==> src/rtl/mul16_sched_pkg.sv <==
// Shared types and constants for the round-robin multiplier scheduler.
// SIGNED_MUL_EN (when defined) makes the top treat operands as two's
// complement; mag16 below is only referenced in that build.
package mul16_sched_pkg;

    localparam int MUL_W       = 16;
    localparam int PROD_W      = 32;
    localparam int TIMEOUT_DEF = 31;

    typedef enum logic [2:0] {
        IDLE    = 3'd0,
        GRANT   = 3'd1,
        RUN     = 3'd2,
        RESP    = 3'd3,
        RELEASE = 3'd4
    } state_t;

    // Magnitude of a 16-bit two's complement value; -32768 maps to 16'h8000,
    // which the unsigned multiplier handles correctly.
    function automatic logic [MUL_W-1:0] mag16(input logic [MUL_W-1:0] v);
        return v[MUL_W-1] ? (~v + 16'd1) : v;
    endfunction

endpackage

==> src/rtl/mul16_rr_sched_arb.sv <==
// Combinational round-robin arbiter: the first requester strictly after
// ptr (wrapping to 0) wins.
module rr_arbiter_n #(
    parameter int NREQ = 4,
    parameter int IDW  = 2
) (
    input  logic [NREQ-1:0] req,
    input  logic [IDW-1:0]  ptr,
    output logic [NREQ-1:0] onehot,
    output logic [IDW-1:0]  id,
    output logic            any
);

    logic [IDW-1:0] cand;

    // Scan from the farthest candidate to the nearest so the nearest hit after ptr wins.
    always_comb begin
        onehot = '0;
        id     = '0;
        cand   = '0;
        any    = |req;
        for (int i = NREQ; i >= 1; i--) begin
            cand = IDW'((int'(ptr) + i) % NREQ);
            if (req[cand]) begin
                onehot       = '0;
                onehot[cand] = 1'b1;
                id           = cand;
            end
        end
    end

endmodule

==> src/rtl/mul16_rr_sched.sv <==
// Round-robin scheduler sharing one sequential 16x16 multiplier among NREQ
// requesters, with a watchdog on the multiplier done pulse.
// Optional build macro: SIGNED_MUL_EN (two's complement operands).
//
// state   | meaning
// IDLE    | waiting for any request
// GRANT   | gnt pulse, winner's operands captured into mul_ain/mul_bin
// RUN     | mul_start held, waiting for mul_done or watchdog expiry
// RESP    | rsp_valid pulse, mul_start still held
// RELEASE | mul_start dropped so the multiplier rewinds
module mul16_rr_sched
    import mul16_sched_pkg::*;
#(
    parameter int NREQ    = 4,
    parameter int IDW     = 2,
    parameter int TIMEOUT = TIMEOUT_DEF
) (
    input  logic                  clk,
    input  logic                  rst_n,
    input  logic [NREQ-1:0]       req,
    input  logic [16*NREQ-1:0]    ain_flat,
    input  logic [16*NREQ-1:0]    bin_flat,
    output logic [NREQ-1:0]       gnt,
    output logic                  rsp_valid,
    output logic [IDW-1:0]        rsp_id,
    output logic [31:0]           rsp_data,
    output logic                  busy,
    output logic                  err_timeout,
    output logic                  mul_start,
    output logic [15:0]           mul_ain,
    output logic [15:0]           mul_bin,
    input  logic [31:0]           mul_yout,
    input  logic                  mul_done
);

    localparam int CNT_W = $clog2(TIMEOUT + 1);

    state_t             state, state_nxt;
    logic [IDW-1:0]     ptr;
    logic [IDW-1:0]     id_q;
    logic [CNT_W-1:0]   cnt;
    logic [NREQ-1:0]    arb_onehot;
    logic [IDW-1:0]     arb_id;
    logic               arb_any;
    logic [MUL_W-1:0]   sel_a, sel_b;
    logic               tmo_hit;
`ifdef SIGNED_MUL_EN
    logic               sign_q;
`endif

    // Arbitration is re-evaluated in GRANT so a requester that dropped req
    // after IDLE is never granted.
    rr_arbiter_n #(
        .NREQ (NREQ),
        .IDW  (IDW)
    ) u_arb (
        .req    (req),
        .ptr    (ptr),
        .onehot (arb_onehot),
        .id     (arb_id),
        .any    (arb_any)
    );

    assign sel_a   = ain_flat[int'(arb_id)*MUL_W +: MUL_W];
    assign sel_b   = bin_flat[int'(arb_id)*MUL_W +: MUL_W];
    assign tmo_hit = (cnt == CNT_W'(TIMEOUT - 1));
    assign rsp_id  = id_q;

    // State register.
    always_ff @(posedge clk or negedge rst_n) begin
        if (!rst_n) state <= IDLE;
        else        state <= state_nxt;
    end

    // Next-state logic; mul_done wins over a simultaneous watchdog expiry.
    always_comb begin
        state_nxt = state;
        case (state)
            IDLE:    if (arb_any) state_nxt = GRANT;
            GRANT:   state_nxt = arb_any ? RUN : IDLE;
            RUN:     if (mul_done || tmo_hit) state_nxt = RESP;
            RESP:    state_nxt = RELEASE;
            RELEASE: state_nxt = IDLE;
            default: state_nxt = IDLE;
        endcase
    end

    // Moore-style outputs decoded from state; gnt follows the live arbiter.
    always_comb begin
        gnt       = (state == GRANT) ? arb_onehot : '0;
        mul_start = (state == RUN) || (state == RESP);
        rsp_valid = (state == RESP);
        busy      = (state != IDLE);
    end

    // Operand capture, watchdog counter, product capture and sticky error.
    always_ff @(posedge clk or negedge rst_n) begin
        if (!rst_n) begin
            ptr         <= IDW'(NREQ - 1);
            id_q        <= '0;
            cnt         <= '0;
            mul_ain     <= '0;
            mul_bin     <= '0;
            rsp_data    <= '0;
            err_timeout <= 1'b0;
`ifdef SIGNED_MUL_EN
            sign_q      <= 1'b0;
`endif
        end else begin
            case (state)
                GRANT: begin
                    if (arb_any) begin
`ifdef SIGNED_MUL_EN
                        mul_ain <= mag16(sel_a);
                        mul_bin <= mag16(sel_b);
                        sign_q  <= sel_a[MUL_W-1] ^ sel_b[MUL_W-1];
`else
                        mul_ain <= sel_a;
                        mul_bin <= sel_b;
`endif
                        id_q    <= arb_id;
                        ptr     <= arb_id;
                        cnt     <= '0;
                    end
                end
                RUN: begin
                    cnt <= cnt + CNT_W'(1);
                    if (mul_done) begin
`ifdef SIGNED_MUL_EN
                        rsp_data <= sign_q ? (~mul_yout + 32'd1) : mul_yout;
`else
                        rsp_data <= mul_yout;
`endif
                    end else if (tmo_hit) begin
                        err_timeout <= 1'b1;
                        rsp_data    <= '0;
                    end
                end
                RELEASE: cnt <= '0;
                default: ;
            endcase
        end
    end

endmodule

==> config.mk <==
export PLATFORM = sky130hd
export DESIGN_NAME = mul16_rr_sched
export DESIGN_NICKNAME = d
export VERILOG_FILES = /design/src/rtl/mul16_sched_pkg.sv /design/src/rtl/mul16_rr_sched_arb.sv /design/src/rtl/mul16_rr_sched.sv
export SDC_FILE = /design/constraint.sdc
export NUM_CORES = 1
export LEC_CHECK = 0
export BUFFER_PORTS_ARGS = -buffer_cell sky130_fd_sc_hd__buf_2
export CAP_MARGIN = 20
export CORE_MARGIN = 3
export CORE_UTILIZATION = 43
export CTS_CLUSTER_SIZE = 30
export DETAILED_ROUTE_END_ITERATION = 7
export PLACE_DENSITY = 0.85
export SKIP_CTS_REPAIR_TIMING = 1
export SLEW_MARGIN = 20
export SYNTH_ARGS = -nofsm -noshare
export SYNTH_HDL_FRONTEND = slang
export SYNTH_SLANG_ARGS = --single-unit
==> constraint.sdc <==
create_clock -name clk -period 2.95 [get_ports clk]
set_input_delay 0.295 -clock clk [delete_from_list [all_inputs] [get_ports clk]]
set_output_delay 0.295 -clock clk [all_outputs]
set_load 0.01 [all_outputs]
== Word level (Yosys, flattened, before mapping) ==
Index checks and enable logic that the tools add are counted.

* Input bits: 167
* Register bits after elaboration: 77
* Logic and storage cells: 81
* Output and inout bits: 74

* Multiplexer cells: 33
* Add/subtract/negate cells: 5
* Shifts and indexed selects: 2
* Order comparisons: 8
* Bitwise operators: 1
* Eq/ne operators: 8
* Reduce and logical (&&, ||, !) cells: 16

{| class="wikitable"
|+ Operators by type and width
! cell !! number
|-
| $shiftx A64 B7 Y16 || 2
|-
| $mux W32 || 2
|-
| $mux W4 || 5
|-
| $pmux W5 S3 || 1
|-
| $lt A2 B3 Y1 const B || 4
|-
| $pmux W3 S4 || 1
|-
| $mux W2 || 5
|-
| $bmux W1 S2 || 4
|-
| $demux W1 S2 || 4
|-
| $ge A2 B1 Y1 const B || 4
|-
| $mux W1 || 8
|-
| $reduce_and A2 Y1 || 4
|-
| $eq A3 B2 Y1 const B || 2
|-
| $mux W3 || 2
|-
| $ne A2 B2 Y1 const B || 3
|-
| $reduce_bool A3 Y1 || 2
|-
| $add A5 B1 Y5 const B || 1
|-
| $eq A5 B5 Y1 const B || 1
|-
| $mux W5 || 1
|-
| $add A2 B1 Y2 const B || 2
|-
| $add A2 B2 Y2 const B || 2
|-
| $logic_and A1 B1 Y1 || 4
|-
| $reduce_or A4 Y1 || 1
|-
| $eq A3 B1 Y1 const B || 1
|-
| 6 further kinds || 7
|}

== Depth between registers and ports, before layout ==
Gate-level depths: netlist of run 1.

* Depth in word-level cells: 10
* Mapped depth: 12
* Mapped depth without buffers: 8

== Cells and area by module ==
A second synthesis of run 1 with hierarchy kept.

* Cell total of the unflattened synthesis: 313
* Area total of the unflattened synthesis: 4224.1 µm²

{| class="wikitable"
|+ By module, submodules not included
! module !! seq. area each (µm²) !! area an instance (µm²) !! cells each !! times used
|-
| mul16_rr_sched || 1929.4 || 3754.9 || 251 || 1
|-
| rr_arbiter_n || 0.0 || 469.2 || 62 || 1
|}

== Worst setup path before layout of run 1 ==
No wires, ideal clock.

* Path kind: register -> register
* Start: register ptr[1]
* End: register mul_bin[10]
* Period minus slack after synthesis: 2.900 ns
* Arrival time: 2.771 ns
* Path buffers: 3
* Path slack: 0.050 ns
* Stages on the path, launching flop included: 12
* Data required time: 2.821 ns
* Setup time: 0.129 ns
* Cell sequence: dfstp_2 -> buf_2 -> inv_1 -> ha_1 -> buf_1 -> mux4_2 -> o21bai_2 -> a21oi_2 -> a21o_4 -> buf_6 -> a221oi_2 -> a211oi_2

* Longest elaborated chain between the ends: 8
* Elaborated cells on any way between the ends: 17
* Classes of those cells: add/sub (4); shift (1); mux (12)

{| class="wikitable"
|+ RTL lines
! item !! RTL line !! text
|-
| start: declaration || mul16_rr_sched.sv:39 || <nowiki>logic [IDW-1:0] ptr;</nowiki>
|-
| start signal: assignment || mul16_rr_sched.sv:99 || <nowiki>ptr <= IDW'(NREQ - 1);</nowiki>
|-
| start signal: assignment || mul16_rr_sched.sv:122 || <nowiki>ptr <= arb_id;</nowiki>
|-
| $add A2 B1 Y2 || mul16_rr_sched_arb.sv:23 || <nowiki>cand = IDW'((int'(ptr) + i) % NREQ);</nowiki>
|-
| $bmux W1 S2 || mul16_rr_sched_arb.sv:24 || <nowiki>if (req[cand]) begin</nowiki>
|-
| $mux W1 (not written as such) || mul16_rr_sched_arb.sv:24 ||
|-
| $mux W2 (3 in a row) || mul16_rr_sched_arb.sv:24 ||
|-
| $mux W2 * || mul16_rr_sched_arb.sv:24 ||
|-
| $shiftx A64 B7 Y16 * || mul16_rr_sched.sv:65 || <nowiki>assign sel_b = bin_flat[int'(arb_id)*MUL_W +: MUL_W];</nowiki>
|-
| end signal: assignment || mul16_rr_sched.sv:119 || <nowiki>mul_bin <= sel_b;</nowiki>
|-
| end: declaration || mul16_rr_sched.sv:31 || <nowiki>output logic [15:0] mul_bin,</nowiki>
|}

Every way passes the cells marked *; elsewhere a longest branch is shown, timed or not. The select of a mux whose other input is x is not followed.
A chain may end at the register's enable or synchronous reset.

== Worst setup path after layout of run 1 ==
* Start: register ptr[0]
* End: output gnt[0]

* Longest elaborated chain between the ends: 10
* Elaborated cells on any way between the ends: 37
* Classes of those cells: add/sub (4); order compare (8); mux (21); reduce/logical (4)

{| class="wikitable"
|+ RTL lines
! item !! RTL line !! text
|-
| $add A2 B1 Y2 || mul16_rr_sched_arb.sv:23 ||
|-
| $lt A2 B3 Y1 (not written as such) or $ge A2 B1 Y1 (tied branches) || mul16_rr_sched_arb.sv:26 || <nowiki>onehot[cand] = 1'b1;</nowiki>
|-
| $logic_and A1 B1 Y1 (not written as such) || mul16_rr_sched_arb.sv:26 ||
|-
| $mux W1 (not written as such) || mul16_rr_sched_arb.sv:26 ||
|-
| $demux W1 S2 || -- ||
|-
| $mux W4 (3 in a row) || mul16_rr_sched_arb.sv:24 ||
|-
| $mux W4 * || mul16_rr_sched_arb.sv:24 ||
|-
| $mux W4 * || mul16_rr_sched.sv:90 || <nowiki>gnt = (state == GRANT) ? arb_onehot : '0;</nowiki>
|-
| end: declaration || mul16_rr_sched.sv:23 || <nowiki>output logic [NREQ-1:0] gnt,</nowiki>
|}

Marked as above.

==> results of run 1 <==
-- cells in the mapped netlist (all sizes together) (5+ instances only) --
cell      n
nand2   104
dfrtp    75
mux2i    42
nor2     42
a22o     32
a211oi   31
a221oi   31
o2111a   31
buf      27
clkbuf   22
o21ai    11
ha        8
nor2b     6
nand2b    5
-- through the flow --
| stage | std cells | setup WS, ps | TNS [ps] | utilization | hold WS, ps |
|---|---|---|---|---|---|
| floorplan | 521 | 49.5 | 0 | - | -0.591 |
| global placement | 873 | 137 | 0 | 0.561 | 443 |
| detailed placement | 873 | -16.6 | -21.7 | 0.561 | 452 |
| CTS | 889 | -84.3 | -453 | 0.587 | 163 |
| global route | 897 | -28.3 | -29.6 | 0.595 | 160 |
| finish | 897 | 151 | 0 | 0.595 | 172 |
-- registers in the layout, summed over array words and instances (netlist names) --
register	count
cnt	5
err_timeout	1
mul_ain	16
mul_bin	16
ptr	2
rsp_data	32
rsp_id	2
state	3
-- per-layer routing --
layer	up-vias	track usage	part of all wire
li1	2419	-	-
met1	2514	0.315	0.41
met2	233	0.390	0.49
met3	32	0.0591	0.072
met4	2	0.102	0.024
met5	-	0	0.00074
-- worst paths after layout --
check	endpoint	depth (start not counted)	slack [ps]
max	gnt[0]	10	150
min	rsp_data[24]	2	170
max reg2reg	mul_bin[6]	8	200
min reg2reg	err_timeout	1	460
max in group asynchronous	ptr[0]	3	1860
min in group asynchronous	mul_ain[9]	2	440
-- worst max-delay path, delay by kind of cell, from the launching register on --
family          cells  cell delay (ps)
fa+ha+maj           1              320
simple gates        2              220
compound gates      2              230
buf+inv             3              400
flops               1              590
mux                 2              420
-- final cells by class --
cell class                 instances  area, um^2
tap                              143         179
timing repair buffer             263        1450
fill                            1023        4720
inverter                           4        15.0
clock inverter                     7        81.3
multi-input combinational        393        3060
antenna                            1        2.50
sequential                        77        1930
clock buffer                       9         225
-- layout by cell type, fill, tap and decap left out, drive strengths merged, types with 5 or more instances in the layout --
master,instances
nand2,104
nand2b,5
mux2i,42
a221oi,31
buf,262
a22o,32
nor2b,7
dfrtp,75
inv,7
o21ai,11
ha,8
a211oi,31
o2111a,31
nor2,42
clkbuf,9
-- power by group through the flow --
stage | registers, uW | clock network, uW | logic [uW]
2_1_floorplan | 2050 | 0 | 3250
3_3_place_gp | 1880 | 0 | 4670
3_5_place_dp | 1880 | 0 | 4800
4_1_cts | 1880 | 1180 | 4790
5_1_grt | 1930 | 1220 | 5300
6_report | 1870 | 1150 | 4900
-- cells by family (layout without fill, tap and decap cells) --
group / after synthesis / after routing / synth area share
other: 0 / 1 / 0
xor gates and xnor gates: 3 / 3 / 0.00502
DFF: 77 / 77 / 0.369
AOI/OAI and AO/OA: 156 / 157 / 0.303
and+or+nand+nor: 176 / 177 / 0.144
muxes: 48 / 48 / 0.102
adders and majority gates: 8 / 8 / 0.0191
buffers and inverters: 53 / 283 / 0.0586
==> flow_metrics.env, run 1 <==
export IMPL_clock_power_share=0.146
export IMPL_p_total_uw=7920
export IMPL_clockBufferDepth=2
export IMPL_critPathMaxStageDelay_ps=590
export IMPL_critPathArrivalTime_ps=2500
export IMPL_power_frac_comb=0.619
export IMPL_grt_pass1_wl_um=25600
export IMPL_grt_overflow_total=0
export IMPL_async_flop_share=1.00
export IMPL_outcome="completed"
export IMPL_final_antenna_net_count=0
export IMPL_area_delta_synth_final_pct=32.7
export IMPL_tightest_slew_ps=909
export IMPL_slowest_stage="dfstp_2"
export IMPL_crit_chain="inv_1 -> ha_1 -> mux4_2 -> buf_4 -> nor2b_4 -> a22oi_1 -> o21ai_0 -> mux2i_1 -> nor2_1 -> buf_2"
export IMPL_rows=39
export IMPL_dr_pass1_iters=5
export IMPL_start_util=0.448
export IMPL_grt_usage=0.243
export IMPL_setup_viol=0
export IMPL_cts_root_buf="clkbuf_16"
export IMPL_cts_buffers=9
export IMPL_coreArea_mm2=0.0117
export IMPL_ys_warn_count=0
export IMPL_ir_worst_vdd_uv=630
export IMPL_fmax_mhz=357
export IMPL_synthFlopType="dfrtp_1"
export IMPL_cts_max_level=3
export IMPL_drc=0
export IMPL_start_kind="flop"
export IMPL_min_from="mul_yout[24]"
export IMPL_cp_startpoint="ptr[0]"
export IMPL_critPathCaptureType="output pin"
export IMPL_slew_headroom=0.393
export IMPL_ys_types=50
export IMPL_post_drt_via_cell_ratio=5.80
export IMPL_syn_nets=696
export IMPL_power_switching_uw=3600
export IMPL_period_share=0.949
export IMPL_seqPwrFrac=0.236
export IMPL_hold_viol=0
export IMPL_drv_slew=0
export IMPL_drv_cap=0
export IMPL_hold_path_class="in2reg"
export IMPL_routed_wl_um=17600
export IMPL_path_max_fanout=6
export IMPL_dieHeight_um=116
export IMPL_port_buffers=240
export IMPL_num_vias=5200
export IMPL_final_nets=923
export IMPL_synth_seq_cells=77
export IMPL_die_area_mm2=0.0135
export IMPL_clk_pin_slew_ps=70
export IMPL_fin_skew_ps=7.77
export IMPL_required_ps=2650
export IMPL_drive_above_1_share=0.454
export IMPL_post_dp_cell_area_mm2=0.00654
export IMPL_grt_pass1_vias=4925
export IMPL_ioPinCount=241
export IMPL_synth_area_mm2=0.00523
export IMPL_syn_avg_cell_area_um2=10.0
export IMPL_power_density_mw_per_mm2=1140
export IMPL_switching_share=0.454
export IMPL_die_x_um=116
export IMPL_synth_top_cells_by_area="dfrtp_1, mux2i_1, nand2_1, o2111a_1, a221oi_2"
export IMPL_cts_sinks=77
export IMPL_leakagePower_uw=0.00331
export IMPL_synth_top_area_cell="dfrtp_1"
export IMPL_netlist_instances=521
export IMPL_hpwlAfterDp_um=12300
export IMPL_yosysSeqAreaShare=0.369
export IMPL_grt_max_degree=78
export IMPL_drt_wirelength_per_cell_um=19.6
export IMPL_finalCriticalPeriod_ps=2800
export IMPL_synth_top_area_share=0.359
export IMPL_timing_rr_start="ptr[0]"
export IMPL_gp_congestion=0.862
export IMPL_antenna_found_initial=2
export IMPL_drtIter0Drc=378
export IMPL_synth_edff_count=0
export IMPL_cts_tree="built"
export IMPL_insertion_delay_ps=330
export IMPL_design_area_mm2=0.00694
export IMPL_p_int_uw=4320
export IMPL_critPathKind="reg2out"
Power figures use the tool's default switching activity.
==> run 2: changes to the inputs <==
--- a/config.mk
+++ b/config.mk
@@ -11,7 +11,9 @@
 export CORE_UTILIZATION = 43
 export CTS_CLUSTER_SIZE = 30
 export DETAILED_ROUTE_END_ITERATION = 7
+export MAX_ROUTING_LAYER = met4
 export PLACE_DENSITY = 0.85
+export SETUP_SLACK_MARGIN = 0.3
 export SKIP_CTS_REPAIR_TIMING = 1
 export SLEW_MARGIN = 20
 export SYNTH_ARGS = -nofsm -noshare
==> constraint.sdc (replaced) <==
create_clock -name clk -period 2.56 [get_ports clk]
set_input_delay 0.256 -clock clk [delete_from_list [all_inputs] [get_ports clk]]
set_output_delay 0.256 -clock clk [all_outputs]
set_load 0.01 [all_outputs]
==> flow_metrics.env, run 2 (synthesis gave the netlist of run 1 again) <==
export IMPL_multi_input_area_mm2=0.00334
export IMPL_top_regs="rsp_data x32, mul_ain x16, mul_bin x16"
export IMPL_num_vias=5434
export IMPL_finalCriticalPeriod_ps=2720
export IMPL_start_kind="flop"
export IMPL_register_area_mm2=0.00193
export IMPL_final_nets=943
export IMPL_power_density_mw_per_mm2=1390
export IMPL_grt_max_degree=78
export IMPL_fmax_mhz=367
export IMPL_drc=0
export IMPL_outcome="complete, but fails checks"
export IMPL_cts_root_buf="clkbuf_16"
export IMPL_cpMostUsedCell="o21bai_4"
export IMPL_period_share=1.06
export IMPL_area_delta_synth_final_pct=43.1
export IMPL_ioPinCount=241
export IMPL_die_x_um=116
export IMPL_drt_wirelength_per_cell_um=20.3
export IMPL_fin_ws_ps=-163
export IMPL_slew_headroom=0.344
export IMPL_critPathKind="reg2reg"
export IMPL_required_ps=2820
export IMPL_final_common_cell="buf_2"
export IMPL_path_max_fanout=7
export IMPL_drv_cap=0
export IMPL_setup_viol=36
export IMPL_final_cell_mix="buf_2, nand2_1, dfrtp_1"
export IMPL_fin_skew_ps=7.87
export IMPL_design_area_mm2=0.00749
export IMPL_dr_pass1_iters=5
export IMPL_drive_above_1_share=0.499
export IMPL_hold_path_class="in2async"
export IMPL_cts_buffers=9
export IMPL_insertion_delay_ps=340
export IMPL_tightest_slew_ps=984
export IMPL_port_buffers=240
export IMPL_fin_hold_ws_ps=89.2
export IMPL_ir_worst_vdd_uv=784
export IMPL_grt_overflow_total=0
export IMPL_grt_pass1_wl_um=25400
export IMPL_clockBufferDepth=2
export IMPL_drtIter0Drc=482
export IMPL_slowest_stage="dfstp_2"
export IMPL_gp_congestion=0.876
export IMPL_critPathCaptureType="flop"
export IMPL_cts_sinks=77
export IMPL_start_util=0.448
export IMPL_critPathArrivalTime_ps=2980
export IMPL_hold_viol=0
export IMPL_hpwlAfterDp_um=12500
export IMPL_grt_usage=0.247
export IMPL_antenna_found_initial=1
export IMPL_clk_pin_slew_ps=60
export IMPL_crit_chain="inv_8 -> ha_4 -> mux4_2 -> buf_4 -> o21bai_4 -> and3_4 -> o21bai_4 -> clkbuf_16 -> nand2_1 -> a211oi_2"
export IMPL_grt_pass1_vias=4970
export IMPL_critPathMaxStageDelay_ps=630
export IMPL_coreArea_mm2=0.0117
export IMPL_post_drt_via_cell_ratio=5.93
export IMPL_die_area_mm2=0.0135
export IMPL_cts_max_level=3
export IMPL_fillers=898
export IMPL_rsz0062_at_grt="true"
export IMPL_drv_slew=0
export IMPL_final_antenna_net_count=0
export IMPL_rows=39
export IMPL_violations="setup timing"
export IMPL_largest_register_ffs=32
export IMPL_largest_register="rsp_data"
export IMPL_dieHeight_um=116
export IMPL_leakagePower_uw=0.00346
export IMPL_cts_tree="built"
export IMPL_post_dp_cell_area_mm2=0.00674
export IMPL_routed_wl_um=18600
-- run 2: changes by cell type in the layout (fill, tap and decap cells not counted), sizes merged, moves of 2 or more --
cell / previous run / this run
buf: 262 / 281
clkbuf: 9 / 16
clkinv: 3 / 1
clkinvlp: 0 / 3
inv: 7 / 4
-- run 2: report_power, final --
group / switching (uW) / leakage (uW) / internal, uW
combinational: 3780 / 0.00242 / 3260
clock: 511 / 0.000119 / 656
sequential: 369 / 0.000923 / 1810
total: 4660 / 0.00346 / 5720
-- run 2: routing by layer --
layer  track usage  vias up  share of wire
met3        0.0342       64          0.068
met5             -        -              0
met2         0.391      272           0.50
met1         0.320     2628           0.39
met4        0.0974        0          0.037
li1              -     2470              -
-- run 2: worst paths after layout --
path / start / end / slack [ps] / depth (start not counted)
max: ptr[0] / mul_ain[4] / -160 / 10
max in group asynchronous: rst_n / mul_ain[1] / 1850 / 1
min: rst_n / rsp_data[14] / 90 / 1
min reg2reg: err_timeout / err_timeout / 450 / 1
max reg2reg: ptr[0] / mul_ain[4] / -160 / 10
min in group clk: mul_yout[27] / rsp_data[27] / 130 / 2
-- run 2: stage by stage --
step | cells | utilization | setup slack, ps | power (uW) | TNS (ps)
floorplan | 521 | - | -29.7 | 6370 | -757
global placement | 888 | 0.578 | 21.9 | 7900 | 0
detailed placement | 888 | 0.578 | -61.5 | 8040 | -270
CTS | 904 | 0.601 | -423 | 9230 | -2130
global route | 917 | 0.642 | -276 | 11000 | -6960
finish | 917 | 0.642 | -163 | 10400 | -4000
-- run 2: critical path: cells and delay by family (launching register included) --
family / cells / cell delay, ps
flip-flops: 1 / 630
multiplexers: 1 / 350
AO/OA/AOI/OAI: 3 / 610
buffers and inverters: 3 / 450
adder cells (fa/ha/maj): 1 / 290
AND/OR/NAND/NOR: 2 / 320
-- run 2: cell type report --
| class | instances | area share |
|---|---|---|
| multi-input combinational | 391 | 0.446 |
| timing repair buffer | 285 | 0.234 |
| clock inverter | 4 | 0.00368 |
| sequential | 77 | 0.258 |
| inverter | 4 | 0.00301 |
| tap | 143 | 0.0239 |
| clock buffer | 12 | 0.0316 |
| antenna | 1 | 0.000334 |
